<file path="src/rtl/ublaze_trans_pkg.sv">
// rtl/ublaze_trans_pkg.sv - shared types for the transaction engine
//
// Purpose: transaction kind, engine FSM state and the command record
// carried through the command queue.
// Ports: none (package).
// Optional feature macro used by the engine: UBLAZE_TRANS_ENGINE_TIMEOUT_EN.

package ublaze_trans_pkg;

  typedef enum logic {
    READ  = 1'b0,
    WRITE = 1'b1
  } trans_t;

  typedef enum logic [1:0] {
    IDLE = 2'd0,
    REQ  = 2'd1,
    RSP  = 2'd2
  } state_t;

  // Default field widths of the command record. The engine re-declares the
  // same field layout against its own parameters so widths follow overrides.
  localparam int DEF_ADDR_W = 32;
  localparam int DEF_DATA_W = 32;
  localparam int DEF_IDX_W  = 8;

  typedef struct packed {
    trans_t                    trans;
    logic [DEF_IDX_W-1:0]      idx;
    logic [DEF_ADDR_W-1:0]     addr;
    logic [DEF_DATA_W/8-1:0]   be;
    logic [DEF_DATA_W-1:0]     data;
  } cmd_t;

endpackage

</file>
<file path="src/rtl/ublaze_trans_fifo.sv">
// rtl/ublaze_trans_fifo.sv - synchronous command FIFO with occupancy output
//
// Purpose: DEPTH-entry first-word-fall-through queue (rdata shows the head).
// Ports:
//   clk, rst_n      clock, async active-low reset
//   push, wdata     write one entry (ignored when full)
//   pop             drop the head entry (ignored when empty)
//   rdata           current head entry
//   level           number of stored entries, 0..DEPTH

module ublaze_trans_fifo #(
  parameter int WIDTH = 8,
  parameter int DEPTH = 4
) (
  input  logic                         clk,
  input  logic                         rst_n,
  input  logic                         push,
  input  logic [WIDTH-1:0]             wdata,
  input  logic                         pop,
  output logic [WIDTH-1:0]             rdata,
  output logic [$clog2(DEPTH+1)-1:0]   level
);

  localparam int PTR_W = $clog2(DEPTH);
  localparam int LVL_W = $clog2(DEPTH+1);

  logic [WIDTH-1:0] mem_q [DEPTH];
  logic [PTR_W-1:0] wr_ptr_q, wr_ptr_d;
  logic [PTR_W-1:0] rd_ptr_q, rd_ptr_d;
  logic [LVL_W-1:0] level_q, level_d;
  logic             do_push, do_pop;

  // DEPTH is a power of two, so the pointers wrap naturally.
  always_comb begin
    do_push  = push && (level_q != LVL_W'(DEPTH));
    do_pop   = pop && (level_q != '0);
    wr_ptr_d = wr_ptr_q;
    rd_ptr_d = rd_ptr_q;
    level_d  = level_q;
    if (do_push) wr_ptr_d = wr_ptr_q + 1'b1;
    if (do_pop)  rd_ptr_d = rd_ptr_q + 1'b1;
    case ({do_push, do_pop})
      2'b10:   level_d = level_q + 1'b1;
      2'b01:   level_d = level_q - 1'b1;
      default: level_d = level_q;
    endcase
  end

  always_ff @(posedge clk or negedge rst_n) begin
    if (!rst_n) begin
      wr_ptr_q <= '0;
      rd_ptr_q <= '0;
      level_q  <= '0;
    end else begin
      wr_ptr_q <= wr_ptr_d;
      rd_ptr_q <= rd_ptr_d;
      level_q  <= level_d;
    end
  end

  // Storage needs no reset: an entry is only read after it has been written.
  always_ff @(posedge clk) begin
    if (do_push) mem_q[wr_ptr_q] <= wdata;
  end

  assign rdata = mem_q[rd_ptr_q];
  assign level = level_q;

endmodule

</file>
<file path="src/rtl/ublaze_trans_engine.sv">
// rtl/ublaze_trans_engine.sv - queued single-outstanding bus transaction engine
//
// Purpose: accepts READ/WRITE commands into a DEPTH-entry queue, issues them
// one at a time as bus requests and returns one in-order response each.
// Ports:
//   clk, rst_n                          clock, async active-low reset
//   cmd_valid/cmd_ready, cmd_*          command handshake and fields
//   bus_req, bus_we, bus_addr,
//   bus_be, bus_wdata                   registered bus request
//   bus_ack, bus_rdata                  bus completion
//   rsp_valid/rsp_ready, rsp_*          response handshake and fields
//   level                               command queue occupancy
// Optional feature: define UBLAZE_TRANS_ENGINE_TIMEOUT_EN to enable the ack
// watchdog (TIMEOUT cycles in REQ) that completes the transaction with rsp_err.

module ublaze_trans_engine
  import ublaze_trans_pkg::*;
#(
  parameter int ADDR_W  = 32,
  parameter int DATA_W  = 32,
  parameter int IDX_W   = 8,
  parameter int DEPTH   = 4,
  parameter int TIMEOUT = 256
) (
  input  logic                         clk,
  input  logic                         rst_n,
  input  logic                         cmd_valid,
  output logic                         cmd_ready,
  input  logic                         cmd_trans,
  input  logic [IDX_W-1:0]             cmd_idx,
  input  logic [ADDR_W-1:0]            cmd_addr,
  input  logic [DATA_W/8-1:0]          cmd_be,
  input  logic [DATA_W-1:0]            cmd_wdata,
  output logic                         bus_req,
  output logic                         bus_we,
  output logic [ADDR_W-1:0]            bus_addr,
  output logic [DATA_W/8-1:0]          bus_be,
  output logic [DATA_W-1:0]            bus_wdata,
  input  logic                         bus_ack,
  input  logic [DATA_W-1:0]            bus_rdata,
  output logic                         rsp_valid,
  input  logic                         rsp_ready,
  output logic                         rsp_trans,
  output logic [IDX_W-1:0]             rsp_idx,
  output logic [DATA_W-1:0]            rsp_rdata,
  output logic                         rsp_err,
  output logic [$clog2(DEPTH+1)-1:0]   level
);

  localparam int BE_W  = DATA_W / 8;
  localparam int LVL_W = $clog2(DEPTH+1);

  // Same layout as ublaze_trans_pkg::cmd_t, sized by this instance.
  typedef struct packed {
    trans_t              trans;
    logic [IDX_W-1:0]    idx;
    logic [ADDR_W-1:0]   addr;
    logic [BE_W-1:0]     be;
    logic [DATA_W-1:0]   data;
  } cmd_p_t;

  localparam int CMD_W = $bits(cmd_p_t);

  cmd_p_t            in_cmd, head;
  logic [CMD_W-1:0]  fifo_rdata;
  logic [LVL_W-1:0]  fifo_level;
  logic              push, pop;

  state_t            state_q, state_d;
  logic              bus_req_q, bus_req_d;
  logic              bus_we_q, bus_we_d;
  logic [ADDR_W-1:0] bus_addr_q, bus_addr_d;
  logic [BE_W-1:0]   bus_be_q, bus_be_d;
  logic [DATA_W-1:0] bus_wdata_q, bus_wdata_d;
  logic [IDX_W-1:0]  cur_idx_q, cur_idx_d;
  logic              rsp_valid_q, rsp_valid_d;
  logic              rsp_trans_q, rsp_trans_d;
  logic [IDX_W-1:0]  rsp_idx_q, rsp_idx_d;
  logic [DATA_W-1:0] rsp_rdata_q, rsp_rdata_d;

`ifdef UBLAZE_TRANS_ENGINE_TIMEOUT_EN
  localparam int CNT_W = $clog2(TIMEOUT+1);
  logic [CNT_W-1:0]  tmo_cnt_q, tmo_cnt_d;
  logic              rsp_err_q, rsp_err_d;
`endif

  // Ready only looks at the stored level: a full queue does not take a
  // command even on the edge that pops the head.
  assign cmd_ready = (fifo_level != LVL_W'(DEPTH));
  assign push      = cmd_valid && cmd_ready;

  assign in_cmd = '{trans: trans_t'(cmd_trans), idx: cmd_idx, addr: cmd_addr,
                    be: cmd_be, data: cmd_wdata};
  assign head   = cmd_p_t'(fifo_rdata);

  ublaze_trans_fifo #(
    .WIDTH (CMD_W),
    .DEPTH (DEPTH)
  ) u_fifo (
    .clk   (clk),
    .rst_n (rst_n),
    .push  (push),
    .wdata (in_cmd),
    .pop   (pop),
    .rdata (fifo_rdata),
    .level (fifo_level)
  );

  always_comb begin
    state_d     = state_q;
    bus_req_d   = bus_req_q;
    bus_we_d    = bus_we_q;
    bus_addr_d  = bus_addr_q;
    bus_be_d    = bus_be_q;
    bus_wdata_d = bus_wdata_q;
    cur_idx_d   = cur_idx_q;
    rsp_valid_d = rsp_valid_q;
    rsp_trans_d = rsp_trans_q;
    rsp_idx_d   = rsp_idx_q;
    rsp_rdata_d = rsp_rdata_q;
    pop         = 1'b0;
`ifdef UBLAZE_TRANS_ENGINE_TIMEOUT_EN
    tmo_cnt_d   = tmo_cnt_q;
    rsp_err_d   = rsp_err_q;
`endif

    case (state_q)
      IDLE: begin
        if (fifo_level != '0) pop = 1'b1;
      end
      REQ: begin
        if (bus_ack) begin
          bus_req_d   = 1'b0;
          rsp_valid_d = 1'b1;
          rsp_trans_d = bus_we_q;
          rsp_idx_d   = cur_idx_q;
          rsp_rdata_d = bus_we_q ? '0 : bus_rdata;
`ifdef UBLAZE_TRANS_ENGINE_TIMEOUT_EN
          rsp_err_d   = 1'b0;
`endif
          state_d     = RSP;
        end
`ifdef UBLAZE_TRANS_ENGINE_TIMEOUT_EN
        // Counter value N means N cycles already spent in REQ; this is the
        // TIMEOUT-th cycle without an ack.
        else if (tmo_cnt_q == CNT_W'(TIMEOUT-1)) begin
          bus_req_d   = 1'b0;
          rsp_valid_d = 1'b1;
          rsp_trans_d = bus_we_q;
          rsp_idx_d   = cur_idx_q;
          rsp_rdata_d = '0;
          rsp_err_d   = 1'b1;
          state_d     = RSP;
        end else begin
          tmo_cnt_d = tmo_cnt_q + 1'b1;
        end
`endif
      end
      RSP: begin
        if (rsp_ready) begin
          rsp_valid_d = 1'b0;
          state_d     = IDLE;
          if (fifo_level != '0) pop = 1'b1;
        end
      end
      default: state_d = IDLE;
    endcase

    // Popping the head always starts a new bus cycle, from IDLE or straight
    // out of RSP.
    if (pop) begin
      state_d     = REQ;
      bus_req_d   = 1'b1;
      bus_we_d    = (head.trans == WRITE);
      bus_addr_d  = head.addr;
      bus_be_d    = head.be;
      bus_wdata_d = head.data;
      cur_idx_d   = head.idx;
`ifdef UBLAZE_TRANS_ENGINE_TIMEOUT_EN
      tmo_cnt_d   = '0;
`endif
    end
  end

  always_ff @(posedge clk or negedge rst_n) begin
    if (!rst_n) begin
      state_q     <= IDLE;
      bus_req_q   <= 1'b0;
      bus_we_q    <= 1'b0;
      bus_addr_q  <= '0;
      bus_be_q    <= '0;
      bus_wdata_q <= '0;
      cur_idx_q   <= '0;
      rsp_valid_q <= 1'b0;
      rsp_trans_q <= 1'b0;
      rsp_idx_q   <= '0;
      rsp_rdata_q <= '0;
    end else begin
      state_q     <= state_d;
      bus_req_q   <= bus_req_d;
      bus_we_q    <= bus_we_d;
      bus_addr_q  <= bus_addr_d;
      bus_be_q    <= bus_be_d;
      bus_wdata_q <= bus_wdata_d;
      cur_idx_q   <= cur_idx_d;
      rsp_valid_q <= rsp_valid_d;
      rsp_trans_q <= rsp_trans_d;
      rsp_idx_q   <= rsp_idx_d;
      rsp_rdata_q <= rsp_rdata_d;
    end
  end

`ifdef UBLAZE_TRANS_ENGINE_TIMEOUT_EN
  always_ff @(posedge clk or negedge rst_n) begin
    if (!rst_n) begin
      tmo_cnt_q <= '0;
      rsp_err_q <= 1'b0;
    end else begin
      tmo_cnt_q <= tmo_cnt_d;
      rsp_err_q <= rsp_err_d;
    end
  end
  assign rsp_err = rsp_err_q;
`else
  assign rsp_err = 1'b0;
`endif

  assign bus_req   = bus_req_q;
  assign bus_we    = bus_we_q;
  assign bus_addr  = bus_addr_q;
  assign bus_be    = bus_be_q;
  assign bus_wdata = bus_wdata_q;
  assign rsp_valid = rsp_valid_q;
  assign rsp_trans = rsp_trans_q;
  assign rsp_idx   = rsp_idx_q;
  assign rsp_rdata = rsp_rdata_q;
  assign level     = fifo_level;

endmodule
</file>
<file path="config.mk">
export PLATFORM = sky130hd
export DESIGN_NAME = ublaze_trans_engine
export DESIGN_NICKNAME = d
export VERILOG_FILES = /design/src/rtl/ublaze_trans_pkg.sv /design/src/rtl/ublaze_trans_fifo.sv /design/src/rtl/ublaze_trans_engine.sv
export SDC_FILE = /design/constraint.sdc
export NUM_CORES = 1
export LEC_CHECK = 0
export ABC_AREA = 1
export CAP_MARGIN = 0
export CORE_ASPECT_RATIO = 1.1
export CORE_MARGIN = 2
export CORE_UTILIZATION = 55
export CTS_BUF_LIST = sky130_fd_sc_hd__clkbuf_8
export CTS_CLUSTER_DIAMETER = 100
export DETAILED_ROUTE_END_ITERATION = 8
export GPL_TIMING_DRIVEN = 0
export HOLD_SLACK_MARGIN = 0.1
export PLACE_DENSITY = 0.81
export SETUP_SLACK_MARGIN = 0.15
export SLEW_MARGIN = 25
export SYNTH_ARGS = -nofsm -noshare
export SYNTH_HDL_FRONTEND = slang
export SYNTH_SLANG_ARGS = --single-unit
</file>
<file path="constraint.sdc">
create_clock -name clk -period 7.3 [get_ports clk]
set_input_delay 2.19 -clock clk [delete_from_list [all_inputs] [get_ports clk]]
set_output_delay 2.19 -clock clk [all_outputs]
set_load 0.1 [all_outputs]
</file>
# [Word level (Yosys, flattened, before mapping)]
# Memories as Yosys holds them, arrays and structs flattened. A register that Yosys moved wholly into a read port is not among the register bits.
# Cells that the tools add are included.
[classes] add_sub_neg=4 n_eq_ne=10 n_mux=17 n_reduce_logical=14
[ops] operator="$mux 32" n=1
[ops] operator="$mux 1" n=9
[ops] operator="$reduce_bool 2->1" n=4
[ops] operator="$mux 2" n=3
[ops] operator="$ne 3x2->1 const B" n=2
[ops] operator="$pmux 2 s3" n=1
[ops] operator="$pmux 3 s2" n=1
[ops] operator="$reduce_and 3->1" n=2
[ops] operator="$add 2x1->2 const B" n=2
[ops] operator="$eq 2x1->1 const B" n=2
[ops] operator="$eq 2x2->1 const B" n=2
[ops] operator="$ne 2x2->1 const B" n=2
[ops] operator="$pmux 1 s2" n=2
[ops] operator="$reduce_and 2->1" n=2
[ops] operator="$add 3x1->3 const B" n=1
[ops] operator="$logic_and 1x1->1" n=3
[ops] operator="$ne 3x3->1 const B" n=1
[ops] operator="$reduce_bool 3->1" n=1
[ops] operator="$sub 3x1->3 const B" n=1
[ops] operator="$logic_not 2->1" n=1
[ops] operator="$ne 2x1->1 const B" n=1
[ops] operator="$logic_not 1->1" n=1
[totals] ff_bits=52 mem_bits_rw=308 inputBits=114 elab_cells=55 n_memories=1
[memory_table] memory="u_fifo.mem_q" depth=4 width=77 rd=1 rd_ports_with_merged_regs=1 write_ports=1 line_no="ublaze_trans_fifo.sv:27" rtl="logic [WIDTH-1:0] mem_q [DEPTH];"

# [Depth between registers and ports, before layout]
[logic_depth] ltp_word=7 ltp_mapped=12 mapped_depth_nobuf=11

# [Modules after synthesis]
# A second synthesis with hierarchy kept.
[hier_totals] hier_cells=1491 area_unflattened_um2=17832.1
[modules_own_cells] module="ublaze_trans_fifo" instances=1 cells_each=958 area_each_um2=13013.7
[modules_own_cells] module="ublaze_trans_engine" instances=1 cells_each=533 area_each_um2=4818.4

# [Worst setup path after synthesis]
# Ideal clock, no wire load.
[synth_path] kind="input to register" startpoint="input port cmd_valid" endpoint="memory u_fifo.mem_q[0][0] (netlist bit) (enable)" t_arrival_ns=5.645 required_ns=6.787 setup_slack_ns=1.141 cell_stages=2 n_path_buf=0 cell_sequence="nand2_1 -> nor2_1"
[synth_via] elab_chain_len=4
[synth_rtl] element="from (decl)" line_no="ublaze_trans_engine.sv:27" rtl="input logic cmd_valid,"
[synth_rtl] element="$logic_and 1x1->1" line_no="ublaze_trans_engine.sv:90" rtl="assign push = cmd_valid && cmd_ready;"
[synth_rtl] element="$logic_and 1x1->1" line_no="ublaze_trans_fifo.sv:35" rtl="do_push = push && (level_q != LVL_W'(DEPTH));"
[synth_rtl] element="$mux 1" line_no="ublaze_trans_fifo.sv:63" rtl="if (do_push) mem_q[wr_ptr_q] <= wdata;"
[synth_rtl] element="$mux 1 (not written as such)" line_no="ublaze_trans_fifo.sv:63"
[synth_rtl] element="to (decl)" line_no="ublaze_trans_fifo.sv:27"
# Every way passes these cells.

# [Worst setup path in the final report]
[layout_path] startpoint="register u_fifo.level_q[0] (netlist: u_fifo.level[0])" endpoint="output port cmd_ready"
[layout_via] elab_chain_len=1
[layout_rtl] element="from (decl)" line_no="ublaze_trans_fifo.sv:30" rtl="logic [LVL_W-1:0] level_q, level_d;"
[layout_rtl] element="from (signal assigned)" line_no="ublaze_trans_fifo.sv:57" rtl="level_q <= level_d;"
[layout_rtl] element="$ne 3x3->1" line_no="ublaze_trans_engine.sv:89" rtl="assign cmd_ready = (fifo_level != LVL_W'(DEPTH));"
[layout_rtl] element="to (decl)" line_no="ublaze_trans_engine.sv:28" rtl="output logic cmd_ready,"
# Every way passes these cells.

==> run summary <==
final antenna-violating net count - 0
RePlAce Congestion - 0.803
footprint of the multi-input gates - 3870 um^2
Worst-Skew Late Latency - 610 ps
reg2reg setup slack - 4800 ps
CP bufs+invs - 2
Synth top area share - 0.514
Worst R2R Start - u_fifo.level[0]
Initial Util - 0.558
DRT Wirelength - 42.6 mm
CP max stage cell - clkdlybuf4s50_1
Area Growth Syn to Fin - 25.9%
Critical path origin - u_fifo.level[0]
Final Util - 0.702
clk root buf - clkbuf_8
startpoint types - register
Core Rows - 69
Seq cells post-synth - 437
# clock sinks - 437
Synth area leader - edfxtp_1
DR pass1 iterations - 5
Post CTS Setup Buffer Count - 0
CTS tree - yes
detailed-route DRC error count - 0
Critical Path Fanout Max - 3
Worst R2R Path Depth - 7
post-CTS sizing - 0
Reg-to-Reg End - u_fifo.mem_q[1][52]
busiest layer in global routing - met2
largest net degree at the start of global routing - 69
HP Class - register to register
die height - 194 um
Total Die Area - 34200 um^2
HPWL Detailed - 28.0 mm
max incr delay on CP - 1180 ps
sequential cell area fraction in the yosys report - 0.693
1st-iter DRT viols - 956
syn nets - 1897
Max Freq - 217 MHz
met1 usage - 0.300
worst relative slew slack - 0.284
Cells after Synth - 1777
initial antenna violation count - 4
critical path, cell by cell - inv_2 -> nand3_1 -> clkdlybuf4s50_1
vias in the first global route - 13100
Hold Vio Cnt, Final - 0
Yosys Warn Count - 0
M2 GR Usage - 0.433
Crit. path cell count - 3
final setup vio count - 0
fin crit share - 0.630
Total GRT Usage - 0.250
crit path kind - register to output port
final slew viol count - 0
CP required - 5110 ps
outcome - finished clean
CP Capture Type - output port
cts bufs inserted - 68
layout cells sized above 1 - 0.0932
Final Skew - 28.4 ps
I/O Pins - 231
MaxCap Viol Count - 0
unrepaired setup endpoints after global routing - false
Clock Tree Buf Depth - 3
Area contributors post-synth - edfxtp_1, dfrtp_1, nand2_1
Core Region - 32300 um^2
worst path arrival time - 2410 ps
post-cts hold buffer count - 0
via count - 12900
Synth Cell Area - 18000 um^2
synthesized area per cell - 10.1 um^2
post-route minimum period - 4600 ps
last element of the critical path - cmd_ready
crit-path leading delay family - buffers and inverters
first-pass GRT wire length - 66.3 mm
GR Layer Usage met3 - 0.0469
CTS HTree Levels - 3
Least-Margin Pin Slew - 1070 ps
post-DR vias/cell - 4.99
FF+latch area - 12500 um^2
IO buf count - 229
per-cell routed wire length - 16.5 um
library cells used by synthesis - 25
GRT overflow - 0
nets - 2213
clock-pin transition on the worst setup and hold timing paths - 60 ps
Die X - 176 um
FILL cells - 2237
==> cell families (layout without fill, tap and decap cells) <==
logic type | after synthesis | after routing | share of synthesized area
other | 1 | 5 | 0.000208
buffers and inverters | 403 | 773 | 0.0936
AND/OR/NAND/NOR | 919 | 919 | 0.204
flip-flops | 437 | 437 | 0.693
XOR/XNOR | 4 | 4 | 0.00195
adder cells (fa/ha/maj) | 6 | 6 | 0.00459
AO/OA/AOI/OAI | 7 | 7 | 0.00229
==> cell usage in the layout, fill, tap and decap left out, drive strengths merged <==
cell type      netlist  routed
a21oi                2       2
xor2                 3       3
xnor2                1       1
nand3              158     158
nand2              754     754
clkinvlp             0       7
clkinv               0      18
inv                328     344
buf                 68      86
o31ai                1       1
diode                0       4
fa                   1       1
dfrtp              129     129
conb                 1       1
ha                   5       5
clkdlybuf4s50        0     228
bufinv               0       2
nor2                 7       7
clkbuf               7      88
edfxtp             308     308
o21ai                4       4
==> cell usage after synthesis <==
master / instances
buf_4: 8
nand2_1: 753
xnor2_1: 1
nor2_2: 1
nand2_2: 1
ha_1: 5
inv_1: 323
dfrtp_1: 129
clkbuf_1: 7
nor2_4: 1
o21ai_2: 1
nor2_1: 4
nor2_8: 1
o21ai_0: 3
a21oi_1: 2
buf_6: 11
fa_1: 1
buf_1: 1
nand3_1: 158
conb_1: 1
o31ai_1: 1
buf_2: 48
xor2_1: 3
edfxtp_1: 308
inv_2: 5
==> registers in the layout, summed over array words and instances (netlist names) <==
signal / count
u_fifo.mem_q: 308
rsp_rdata: 32
cur_idx_q: 8
bus_req: 1
u_fifo.level: 3
rsp_trans: 1
u_fifo.rd_ptr_q: 2
u_fifo.wr_ptr_q: 2
bus_we: 1
rsp_valid: 1
bus_be: 4
state_q: 2
bus_addr: 32
rsp_idx: 8
bus_wdata: 32
==> routing by layer <==
| layer | wire length (um) | vias to the layer above |
|---|---|---|
| met3 | 3070 | 98 |
| met2 | 21600 | 539 |
| li1 | - | 6122 |
| met4 | 1350 | 0 |
| met1 | 16600 | 6098 |
| met5 | 0 | - |
==> worst register-to-register path, delay by kind of cell, from the launching register on <==
family,cells,cell delay (ps)
flip-flops,1,400
buffers and inverters,4,680
AND/OR/NAND/NOR,3,1100
==> area by class of cell <==
cell class                 instances  area share
clock buffer                      81      0.0492
inverter                         328      0.0543
tap                              426      0.0235
antenna                            4    0.000442
multi-input combinational        937       0.171
clock inverter                    43      0.0112
sequential                       437       0.551
timing repair buffer             246       0.120
buffer                            75      0.0200
==> worst min path at each step <==
stage	slack, ps	cells past startpoint	endpoint	start
after floorplan	440	2	rsp_idx[0]	cur_idx_q[0]
after global placement	450	2	rsp_idx[4]	cur_idx_q[4]
after detailed placement	460	2	rsp_idx[4]	cur_idx_q[4]
after CTS	480	2	rsp_idx[4]	cur_idx_q[4]
after global routing	500	2	rsp_rdata[1]	rsp_rdata[1]
final	470	2	rsp_idx[4]	cur_idx_q[4]
==> through the flow <==
| step | instances | hold slack (ps) | TNS, ps | setup slack [ps] | cell area (um^2) |
|---|---|---|---|---|---|
| final | 2577 | 473 | 0 | 2700 | 22700 |
| after global routing | 2577 | 496 | 0 | 2610 | 22700 |
| after CTS | 2573 | 476 | 0 | 2650 | 22600 |
| after detailed placement | 2449 | 460 | 0 | 2780 | 21300 |
| after global placement | 2432 | 454 | -805660 | -2100 | 20800 |
| after floorplan | 1777 | 442 | 0 | 1140 | 18000 |
Power is not shown: default switching activity piles up to over one toggle a cycle in this logic, so the estimate is an artifact.
